--- src/rtl/duty_slew_ctrl.sv ---
// Slew-limited duty feeder for the 11-bit PWM stage; duty moves only on PWM period boundaries.
// Optional: define ZERO_CROSS_HOLD_EN to park duty at DUTY_MID for one period when a ramp crosses it.
module duty_slew_ctrl #(
    parameter int unsigned PERIOD_CYCLES = 2048,
    parameter int unsigned MAX_STEP      = 16,
    parameter logic [10:0] DUTY_MID      = 11'h400
) (
    input  logic        clk,
    input  logic        rst,
    input  logic [11:0] spd,
    input  logic        spd_vld,
    input  logic        enable,
    output logic [10:0] duty,
    output logic        duty_upd,
    output logic        at_target,
    output logic        sat
);

    localparam int unsigned     CNT_W    = (PERIOD_CYCLES > 1) ? $clog2(PERIOD_CYCLES) : 1;
    localparam logic [CNT_W-1:0] CNT_LAST = CNT_W'(PERIOD_CYCLES - 1);
    localparam logic [11:0]     STEP     = 12'(MAX_STEP);
    localparam logic [11:0]     MID_EXT  = {1'b0, DUTY_MID};

`ifdef ZERO_CROSS_HOLD_EN
    typedef enum logic [1:0] {HOLD, RAMP_UP, RAMP_DN, HOLD_MID} state_t;
`else
    typedef enum logic [1:0] {HOLD, RAMP_UP, RAMP_DN} state_t;
`endif

    state_t             state_q, state_d;
    logic [CNT_W-1:0]   cnt_q, cnt_d;
    logic [10:0]        duty_q, duty_d;
    logic [10:0]        tgt_q, tgt_d;
    logic               sat_q, sat_d;
    logic               en_q;
    logic               upd_q, upd_d;

    logic               boundary;
    logic signed [12:0] raw;
    logic [10:0]        eff_tgt;
    logic [11:0]        duty_ext, tgt_ext;
    logic [11:0]        up_gap, dn_gap, up_val, dn_val;
    logic               go_up, go_dn;

    assign boundary = (cnt_q == CNT_LAST);
    assign cnt_d    = boundary ? '0 : cnt_q + 1'b1;

    // Requests are clamped into the duty range; sat records whether clamping was needed.
    assign raw = $signed({2'b00, DUTY_MID}) + $signed({spd[11], spd});

    // NOTE: every combinational output gets a default first, so no path leaves it unassigned and no latch is inferred.
    always_comb begin
        tgt_d = tgt_q;
        sat_d = sat_q;
        if (spd_vld && enable) begin
            if (raw < 13'sd0) begin
                tgt_d = 11'h000;
                sat_d = 1'b1;
            end else if (raw > 13'sd2047) begin
                tgt_d = 11'h7FF;
                sat_d = 1'b1;
            end else begin
                tgt_d = raw[10:0];
                sat_d = 1'b0;
            end
        end
    end

    // Effective target comes only from registers, so a same-cycle request or enable change waits a boundary.
    assign eff_tgt   = en_q ? tgt_q : DUTY_MID;
    assign at_target = (duty_q == eff_tgt);

    assign duty_ext = {1'b0, duty_q};
    assign tgt_ext  = {1'b0, eff_tgt};
    assign go_up    = (eff_tgt > duty_q);
    assign go_dn    = (eff_tgt < duty_q);
    assign up_gap   = tgt_ext - duty_ext;
    assign dn_gap   = duty_ext - tgt_ext;
    assign up_val   = duty_ext + ((up_gap > STEP) ? STEP : up_gap);
    assign dn_val   = duty_ext - ((dn_gap > STEP) ? STEP : dn_gap);

`ifdef ZERO_CROSS_HOLD_EN
    logic cross;
    assign cross = (go_up && (duty_ext < MID_EXT) && (up_val > MID_EXT)) ||
                   (go_dn && (duty_ext > MID_EXT) && (dn_val < MID_EXT));
`endif

    always_comb begin
        state_d = state_q;
        duty_d  = duty_q;
        if (boundary) begin
            case (state_q)
`ifdef ZERO_CROSS_HOLD_EN
                HOLD_MID: state_d = go_up ? RAMP_UP : (go_dn ? RAMP_DN : HOLD);
`endif
                // HOLD and both ramps step toward the current target, which also covers reversal.
                default: begin
                    if (go_up) begin
                        duty_d  = up_val[10:0];
                        state_d = (up_val == tgt_ext) ? HOLD : RAMP_UP;
                    end else if (go_dn) begin
                        duty_d  = dn_val[10:0];
                        state_d = (dn_val == tgt_ext) ? HOLD : RAMP_DN;
                    end else begin
                        state_d = HOLD;
                    end
`ifdef ZERO_CROSS_HOLD_EN
                    if (cross) begin
                        duty_d  = DUTY_MID;
                        state_d = HOLD_MID;
                    end
`endif
                end
            endcase
        end
    end

    assign upd_d = boundary && (duty_d != duty_q);

    // NOTE: state registers use non-blocking assignments so all flops update from the same pre-edge values.
    always_ff @(posedge clk or posedge rst) begin
        if (rst) begin
            cnt_q   <= '0;
            state_q <= HOLD;
            duty_q  <= DUTY_MID;
            tgt_q   <= DUTY_MID;
            sat_q   <= 1'b0;
            en_q    <= 1'b0;
            upd_q   <= 1'b0;
        end else begin
            cnt_q   <= cnt_d;
            state_q <= state_d;
            duty_q  <= duty_d;
            tgt_q   <= tgt_d;
            sat_q   <= sat_d;
            en_q    <= enable;
            upd_q   <= upd_d;
        end
    end

    assign duty     = duty_q;
    assign duty_upd = upd_q;
    assign sat      = sat_q;

endmodule

--- config.mk ---
export PLATFORM = sky130hd
export DESIGN_NAME = duty_slew_ctrl
export DESIGN_NICKNAME = d
export VERILOG_FILES = /design/src/rtl/duty_slew_ctrl.sv
export SDC_FILE = /design/constraint.sdc
export NUM_CORES = 1
export LEC_CHECK = 0
export ABC_AREA = 1
export BUFFER_PORTS_ARGS = -buffer_cell sky130_fd_sc_hd__buf_2
export CORE_MARGIN = 5
export CORE_UTILIZATION = 28
export DETAILED_ROUTE_END_ITERATION = 10
export PLACE_DENSITY_LB_ADDON = 0.15
export SYNTH_ARGS = -nofsm -noshare
export SYNTH_HDL_FRONTEND = slang
export SYNTH_SLANG_ARGS = --single-unit
--- constraint.sdc ---
create_clock -name clk -period 5.4 [get_ports clk]
set_clock_uncertainty 0.2 [all_clocks]
set_input_delay 0.54 -clock clk [delete_from_list [all_inputs] [get_ports clk]]
set_output_delay 0.54 -clock clk [all_outputs]
set_load 0.02 [all_outputs]
==> results of run 1 <==
==> cell families after synthesis <==
logic type / Yosys count / synth area share, %
AND/OR/NAND/NOR: 422 / 41.81
buffers and inverters: 139 / 11.80
AO/OA/AOI/OAI: 89 / 10.69
adder cells (fa/ha/maj): 47 / 13.65
flip-flops: 36 / 19.95
XOR/XNOR: 10 / 1.934
other: 2 / 0.1659
==> layout by cell type (no fill, tap or decap), types with 4 or more instances in the layout <==
cell       instances
nand3_1           69
nand3_2            5
a21o_1             4
dfrtp_1           33
buf_2             29
nor2_2             7
nor3_1             6
a21oi_1           31
inv_1            123
buf_4             11
o21ai_0           40
xor2_1             6
clkbuf_16          5
xnor2_1            4
nor2_4             5
nand4_1           27
ha_1              43
nand2_2            8
nand2_1          235
nor2_1            47
conb_1            10
fa_1               4
==> per-stage QoR <==
stage | hold WS [ns] | instances
after floorplan | 0.2320 | 753
after global placement | 0.2484 | 996
after detailed placement | 0.2545 | 996
after CTS | 0.1856 | 1004
after global routing | 0.2089 | 1004
final | 0.1648 | 1004
==> cell usage after synthesis (4+ instances only) <==
cell type	count	area share, %
nand2_1	236	20
inv_1	123	10
nand3_1	69	7.6
nor2_1	47	3.9
ha_1	43	12
o21ai_0	40	4.4
dfrtp_1	34	19
a21oi_1	31	3.4
nand4_1	27	3.7
buf_2	7	0.77
nand2_2	7	0.97
nor2_2	7	0.97
nor3_1	7	0.77
xor2_1	6	1.2
nand3_2	5	1.1
nor2_4	5	1.2
a21o_1	4	0.66
clkbuf_1	4	0.33
fa_1	4	1.8
xnor2_1	4	0.77
==> registers in the layout (all words and copies together) (netlist names) <==
register and count:
cnt_q 11, duty 11, en_q 1, sat 1, tgt_q 11, duty_upd 1
==> timing repair <==
item                                    in CTS  in global routing
gates resized for setup                      0                  3
hold buffers                                 0                  0
endpoints found under the setup margin       0                  1
==> final cells by class <==
cell class                 count  area (µm²)  share of cell area (%)
multi-input combinational    578        3133                   60.53
inverter                     126       473.0                   9.137
clock buffer                   5       125.1                   2.417
timing repair buffer          40       227.7                   4.399
tap                          216       270.3                   5.221
clock inverter                 3       42.54                  0.8219
sequential                    36       904.6                   17.48
==> worst max-delay path, delay by kind of cell (launching register included) <==
kind | cells | cell delay (ns)
AO/OA/AOI/OAI | 2 | 0.51
flip-flops | 1 | 0.48
XOR/XNOR | 1 | 0.15
AND/OR/NAND/NOR | 21 | 2.28
buffers and inverters | 2 | 0.10
adder cells (fa/ha/maj) | 3 | 1.08
==> per-layer routing <==
| metal | up-vias | wire length (µm) |
|---|---|---|
| li1 | 2460 | - |
| met1 | 2091 | 6820 |
| met2 | 99 | 6125 |
| met3 | 24 | 542 |
| met4 | 0 | 408 |
| met5 | - | 0 |
==> power by group <==
group / internal [mW] / switching (mW) / total (mW)
Clock: 0.217 / 0.111 / 0.327
Combinational: 0.0860 / 0.183 / 0.269
Sequential: 0.285 / 0.00827 / 0.293
==> how the worst min path moves through the flow <==
| stage | from | to | slack (ns) | depth (start not counted) |
|---|---|---|---|---|
| after CTS | rst | cnt_q[0]$_DFF_PP0_ | 0.19 | 3 |
| after detailed placement | cnt_q[9]$_DFF_PP0_ | cnt_q[9]$_DFF_PP0_ | 0.25 | 1 |
| after global placement | cnt_q[9]$_DFF_PP0_ | cnt_q[9]$_DFF_PP0_ | 0.25 | 1 |
| after floorplan | cnt_q[9]$_DFF_PP0_ | cnt_q[9]$_DFF_PP0_ | 0.23 | 1 |
| final | rst | cnt_q[2]$_DFF_PP0_ | 0.16 | 3 |
| after global routing | enable | en_q$_DFF_PP0_ | 0.21 | 1 |
==> flow_summary_export.csv, run 1 <==
group,metric,value,unit
place,post_dp_cell_area,5000,µm²
yosys,syn_inst,745,
sta,fin_setup_tns,0,ns
clocking,tritoncts,"yes",
cells_and_area,final_core_util,32.59,%
yosys,synth-edff-count,0,
detailed_routing,drtIter0Drc,293,
cells_and_area,layout-drive-gt1-share,11.04,%
clocking,cts_setup_buffers,0,
clocking,cts_buffer_depth,2,
sta,finalCritPeriodShare,90.41,%
clocking,htree_levels,2,
clocking,clock_sinks,36,
min_path,hp-class,"primary input to async pin",
floorplanning,die_x,137.2,µm
setup_path,cpMostUsedCell,"nand3_1",
floorplanning,rows,46,
setup_path,startpoint,"en_q$_DFF_PP0_",
clocking,cts_made_buffers,5,
setup_path,arrival,4.86,ns
yosys,syn_area,4528,µm²
yosys,synth-main-ff-cell,"dfrtp_1",
setup_path,startpoint_type,"flop",
floorplanning,die-area,18820,µm²
global_route,grt-ovfl-total,0,
cells_and_area,area_delta_synth_final,14.31,%
floorplanning,initial_core_util,28.51,%
cells_and_area,fin_nets,850,
detailed_routing,wl_per_cell,13.84,µm
run_status,status,"finished clean",
clocking,cts-root-buf,"clkbuf_16",
floorplanning,die_h,137.2,µm
setup_path,path_class,"flop to flop",
global_route,grt_start_max_net_pins,37,
global_route,antenna_found_initial,0,
detailed_routing,viasPerCell,4.655,
detailed_routing,drt-total-wl,13900,µm
place,routabilityCongestion,0.8762,
setup_path,slowest_delay,0.48,ns
detailed_routing,num_vias,4674,
setup_path,cp-end-kind,"flop",
setup_path,cp.required,5.38,ns
detailed_routing,firstDrtPassIters,5,
yosys,synth-async-reset-ratio,100.0,%
yosys,ys_warn_count,0,
cells_and_area,final_cell_area,5176,µm²
yosys,postSynthAreaPerCell,6.078,µm²
global_route,busiest_layer,"met2",
setup_path,r2r_end,"duty_upd$_DFF_PP0_",
setup_path,critPathMaxFanout,11,
sta,worst_pin_slew,0.8459,ns
detailed_routing,drc,0,
global_route,grt_usage,15.45,%
global_route,first_global_vias,4467,
pwr,peakVddDrop,0.0001245,V
global_route,grt_pass1_wl,22910,µm
place,dpl.hpwl,11790,µm
cells_and_area,antenna_cells,0,
sta,max_freq,204.8,MHz
job,timing.max_cap.violations,0,
clocking,clk_latency,0.28,ns
yosys,yosysSeqAreaShare,19.95,%
setup_path,r2r_start,"en_q$_DFF_PP0_",
place,place_ws,0.4248,ns
yosys,ys_ff_latch,36,
place,place.port_buffers,29,
global_route,grt_use_met3,1.790,%
sta,setup-violations-final,0,
detailed_routing,postRouteAntennaNets,0,
global_route,use_met1,22.07,%
sta,rsz0062_at_grt,"false",
floorplanning,io_pins,30,
pwr,p_leak,2.883,nW
clocking,clk_pin_slew_worst_paths,0.06,ns
setup_path,critPathSlowestCell,"dfrtp_1",
sta,hold_viol,0,
pwr,power.total,0.8897,mW
pwr,p_per_area,171.9,nW/µm²
sta,post-route-min-period,4.882,ns
sta,slew_violations,0,
yosys,synth_cell_types,42,
setup_path,r2r_slack,0.52,ns
floorplanning,core,15890,µm²
sta,relSlewSlack,43.01,%
setup_path,endpoint,"duty_upd$_DFF_PP0_",
cells_and_area,fill_cells,1836,
sta,fin_ws,0.5180,ns
setup_path,reg2reg_depth,29,
global_route,met2_usage,24.41,%
Power figures use the tool's default switching activity.
==> run 2, diff against run 1 <==
Settings changed: CORE_UTILIZATION 28 to 50.
==> flow_summary_export.csv, run 2 (synthesis gave the netlist of run 1 again) <==
group,metric,value,unit
sta,setup-violations-final,0,
setup_path,critPathMaxFanout,11,
cells_and_area,antenna_cells,0,
pwr,power.total,0.7461,mW
place,routabilityCongestion,0.9959,
clocking,htree_levels,2,
setup_path,cp-end-kind,"flop",
setup_path,slowest_delay,0.52,ns
sta,max_freq,204.2,MHz
cells_and_area,area_delta_synth_final,8.897,%
pwr,p_per_area,151.3,nW/µm²
detailed_routing,viasPerCell,5.456,
sta,finalCritPeriodShare,90.67,%
min_path,hp-class,"primary input to async pin",
setup_path,cpMostUsedCell,"nand2_1",
floorplanning,die_h,105.2,µm
detailed_routing,firstDrtPassIters,7,
sta,slew_violations,0,
setup_path,path_class,"flop to flop",
setup_path,reg2reg_depth,31,
setup_path,arrival,4.88,ns
global_route,grt-ovfl-total,0,
sta,hold_viol,0,
detailed_routing,drt-total-wl,12970,µm
clocking,tritoncts,"yes",
floorplanning,die-area,11060,µm²
sta,hold_slack,0.1425,ns
cells_and_area,fin_nets,846,
detailed_routing,postRouteAntennaNets,0,
run_status,status,"finished clean",
setup_path,startpoint_type,"flop",
job,timing.max_cap.violations,0,
setup_path,startpoint,"en_q$_DFF_PP0_",
detailed_routing,wl_per_cell,14.54,µm
sta,worst_pin_slew,0.8159,ns
pwr,p_leak,2.830,nW
floorplanning,rows,34,
global_route,grt_usage,23.15,%
sta,rsz0062_at_grt,"false",
setup_path,r2r_end,"duty_upd$_DFF_PP0_",
floorplanning,io_pins,30,
detailed_routing,num_vias,4867,
global_route,first_global_vias,4525,
floorplanning,initial_core_util,51.67,%
clocking,clk_pin_slew_worst_paths,0.08,ns
clocking,cts-root-buf,"clkbuf_8",
clocking,clk_latency,0.28,ns
cells_and_area,layout-drive-gt1-share,10.59,%
detailed_routing,drtIter0Drc,299,
cells_and_area,final_core_util,56.27,%
cells_and_area,final_cell_mix,"235 x nand2_1, 123 x inv_1, 69 x nand3_1, 47 x nor2_1, 43 x ha_1",
setup_path,cp.required,5.39,ns
floorplanning,core,8763,µm²
sta,fin_setup_tns,0,ns
floorplanning,die_x,105.2,µm
clocking,cts_made_buffers,5,
global_route,antenna_found_initial,0,
pwr,peakVddDrop,0.0001382,V
global_route,grt_pass1_wl,21260,µm
setup_path,r2r_slack,0.50,ns
clocking,clock_sinks,36,
sta,relSlewSlack,45.03,%
cells_and_area,final_common_cell,"nand2_1",
clocking,cts_buffer_depth,2,
place,dpl.hpwl,10790,µm
setup_path,r2r_start,"en_q$_DFF_PP0_",
setup_path,critPathSlowestCell,"ha_1",
global_route,grt_start_max_net_pins,37,
detailed_routing,drc,0,
sta,post-route-min-period,4.896,ns
place,place.port_buffers,29,
==> run 2: layout make-up <==
class | instances | area [µm²]
clock buffer | 5 | 68.82
clock inverter | 3 | 18.77
fill | 927 | 3832
inverter | 126 | 473.0
multi-input combinational | 578 | 3133
sequential | 36 | 904.6
tap | 108 | 135.1
timing repair buffer | 36 | 197.7
==> run 2: per-layer routing <==
metal	routed length, µm	track usage (%)	part of all wire [%]
met5	0	0	0
met4	276	6.393	2.1
met3	965	1.911	7.4
met2	5945	38.08	46
met1	5781	32.57	45
==> run 2: per-stage QoR <==
stage          instances  worst slack [ns]  instance area [µm²]
6_report             892            0.5038                 4931
5_1_grt              892           0.01877                 4931
4_1_cts              892            0.4823                 4922
3_5_place_dp         884            0.5018                 4835
3_3_place_gp         884            0.6355                 4835
2_1_floorplan        753            0.9874                 4558
==> run 2: worst max path at each step <==
stage | end | cells after the start | slack (ns)
6_report | duty_upd$_DFF_PP0_ | 31 | 0.50
5_1_grt | duty_upd$_DFF_PP0_ | 32 | 0.02
4_1_cts | duty_upd$_DFF_PP0_ | 26 | 0.48
3_5_place_dp | duty_upd$_DFF_PP0_ | 28 | 0.50
3_3_place_gp | duty_upd$_DFF_PP0_ | 30 | 0.64
2_1_floorplan | duty_upd$_DFF_PP0_ | 26 | 0.99
==> run 2: report_power, final <==
part	switching, mW	leakage, nW	internal [mW]	total, mW
clock	0.0966	0.0479	0.0899	0.186
sequential	0.00809	0.431	0.284	0.292
combinational	0.181	2.35	0.0865	0.267
==> run 2: worst max-delay path: cells and delay by family, from the launching register on <==
family                     cells  cell delay (ns)
and+or+nand+nor               24             2.57
adders and majority gates      2             0.98
DFF                            1             0.50
AOI/OAI and AO/OA              1             0.23
buffers and inverters          3             0.17
xor gates and xnor gates       1             0.16
==> run 2: repair_timing <==
action | in CTS | in global routing
setup buffers | 0 | 0
hold buffers | 0 | 0
resized for setup | 0 | 3
hold endpoints to repair | 0 | 0
endpoints found under the setup margin | 0 | 1
==> run 3, diff against run 2 <==
Settings changed: CTS_BUF_LIST set to sky130_fd_sc_hd__clkbuf_16, SETUP_SLACK_MARGIN set to 0.05.
==> flow_summary_export.csv, run 3 (synthesis gave the netlist of run 1 again) <==
group,metric,value,unit
run_status,status,"finished clean",
sta,worst_pin_slew,0.8426,ns
clocking,clock_sinks,36,
cells_and_area,final_core_util,57.01,%
cells_and_area,layout-drive-gt1-share,10.97,%
pwr,p_per_area,168.1,nW/µm²
place,routabilityCongestion,0.9959,
cells_and_area,fin_nets,846,
floorplanning,die_h,105.2,µm
detailed_routing,drt-total-wl,13170,µm
setup_path,path_class,"flop to flop",
setup_path,critPathSlowestCell,"dfrtp_2",
pwr,power.total,0.8398,mW
floorplanning,core,8763,µm²
cells_and_area,fill_cells,907,
global_route,antenna_found_initial,0,
cells_and_area,antenna_cells,0,
detailed_routing,drc,0,
detailed_routing,viasPerCell,5.466,
cells_and_area,final_cell_area,4996,µm²
sta,rsz0062_at_grt,"false",
clocking,cts_made_buffers,5,
pwr,p_leak,2.852,nW
pwr,peakVddDrop,0.0001828,V
cells_and_area,final_common_cell,"nand2_1",
clocking,tritoncts,"yes",
clocking,clk_latency,0.28,ns
cells_and_area,final_cell_mix,"235 x nand2_1, 123 x inv_1, 69 x nand3_1, 47 x nor2_1, 41 x ha_1",
place,dp.cells,884,
cells_and_area,fin_cells,892,
place,post_dp_cell_area,4835,µm²
place,place.port_buffers,29,
setup_path,r2r_end,"duty_upd$_DFF_PP0_",
cells_and_area,multi_input_area,3142,µm²
detailed_routing,postRouteAntennaNets,0,
cells_and_area,area_delta_synth_final,10.33,%
setup_path,r2r_start,"duty[0]$_DFF_PP0_",
sta,hold_slack,0.1488,ns
detailed_routing,num_vias,4876,
floorplanning,die_x,105.2,µm
clocking,clk_pin_slew_worst_paths,0.06,ns
global_route,first_global_vias,4582,
detailed_routing,drtIter0Drc,289,
floorplanning,initial_core_util,51.67,%
global_route,grt_usage,23.45,%
sta,finalCritPeriodShare,91.04,%
setup_path,cp.required,5.38,ns
sta,hold_viol,0,
setup_path,startpoint_type,"flop",
setup_path,crit_buf_inv,2,
min_path,hp-class,"primary input to async pin",
global_route,grt_start_max_net_pins,37,
place,place_ws,0.5018,ns
clocking,cts-root-buf,"clkbuf_16",
cells_and_area,regArea,904.6,µm²
floorplanning,rows,34,
setup_path,cpMostUsedCell,"nand3_1",
clocking,cts_setup_buffers,0,
setup_path,arrival,4.89,ns
floorplanning,die-area,11060,µm²
clocking,htree_levels,2,
global_route,grt_pass1_wl,21460,µm
place,dpl.hpwl,10790,µm
setup_path,crit_family,"simple AND/OR/NAND/NOR gates",
floorplanning,io_pins,30,
detailed_routing,firstDrtPassIters,5,
detailed_routing,wl_per_cell,14.76,µm
job,timing.max_cap.violations,0,
setup_path,cp-end-kind,"flop",
setup_path,critPathMaxFanout,7,
sta,max_freq,203.4,MHz
clocking,cts_buffer_depth,2,
setup_path,slowest_delay,0.47,ns
setup_path,reg2reg_depth,28,
global_route,grt-ovfl-total,0,
sta,slew_violations,0,
sta,fin_setup_tns,0,ns
setup_path,r2r_slack,0.48,ns
sta,setup-violations-final,0,
sta,post-route-min-period,4.916,ns
sta,relSlewSlack,43.23,%
sta,fin_ws,0.4838,ns
run 3: repair_timing:
| action | CTS | global route |
|---|---|---|
| hold buffers | 0 | 0 |
| setup endpoints to repair | 0 | 1 |
| resized for setup | 0 | 6 |
run 3: per-layer routing:
layer | vias to the layer above | share of wire (%) | global-route usage (%)
li1 | 2460 | - | -
met1 | 2222 | 45 | 32.76
met2 | 172 | 45 | 37.63
met3 | 22 | 6.7 | 2.343
met4 | 0 | 2.9 | 8.402
met5 | - | 0 | 0
run 3: cell type report:
cell class | instances | share of cell area [%]
Multi-Input combinational cell | 578 | 62.89
Sequential cell | 36 | 18.11
Inverter | 126 | 9.467
Timing Repair Buffer | 36 | 3.957
Tap cell | 108 | 2.705
Clock buffer | 5 | 2.504
Clock inverter | 3 | 0.3757
run 3: worst max-delay path by stage:
stage,cells after the start,start,slack [ns],endpoint
after floorplan,26,duty[0]$_DFF_PP0_,0.99,duty_upd$_DFF_PP0_
after global placement,30,duty[3]$_DFF_PP0_,0.64,duty_upd$_DFF_PP0_
after detailed placement,28,duty[0]$_DFF_PP0_,0.50,duty_upd$_DFF_PP0_
after CTS,26,duty[0]$_DFF_PP0_,0.49,duty_upd$_DFF_PP0_
after global routing,31,duty[3]$_DFF_PP0_,0.07,duty_upd$_DFF_PP0_
final,28,duty[0]$_DFF_PP0_,0.48,duty_upd$_DFF_PP0_
run 3: power by group:
group / switching [mW] / internal, mW / total (mW)
Clock: 0.108 / 0.170 / 0.277
Sequential: 0.00818 / 0.285 / 0.293
Combinational: 0.182 / 0.0876 / 0.269
run 3: worst register-to-register path, delay by kind of cell (launching register included):
kind	cells	cell delay, ns
flops	1	0.47
buf+inv	2	0.21
xor+xnor	1	0.16
fa+ha+maj	3	1.18
simple gates	20	2.14
compound gates	2	0.44
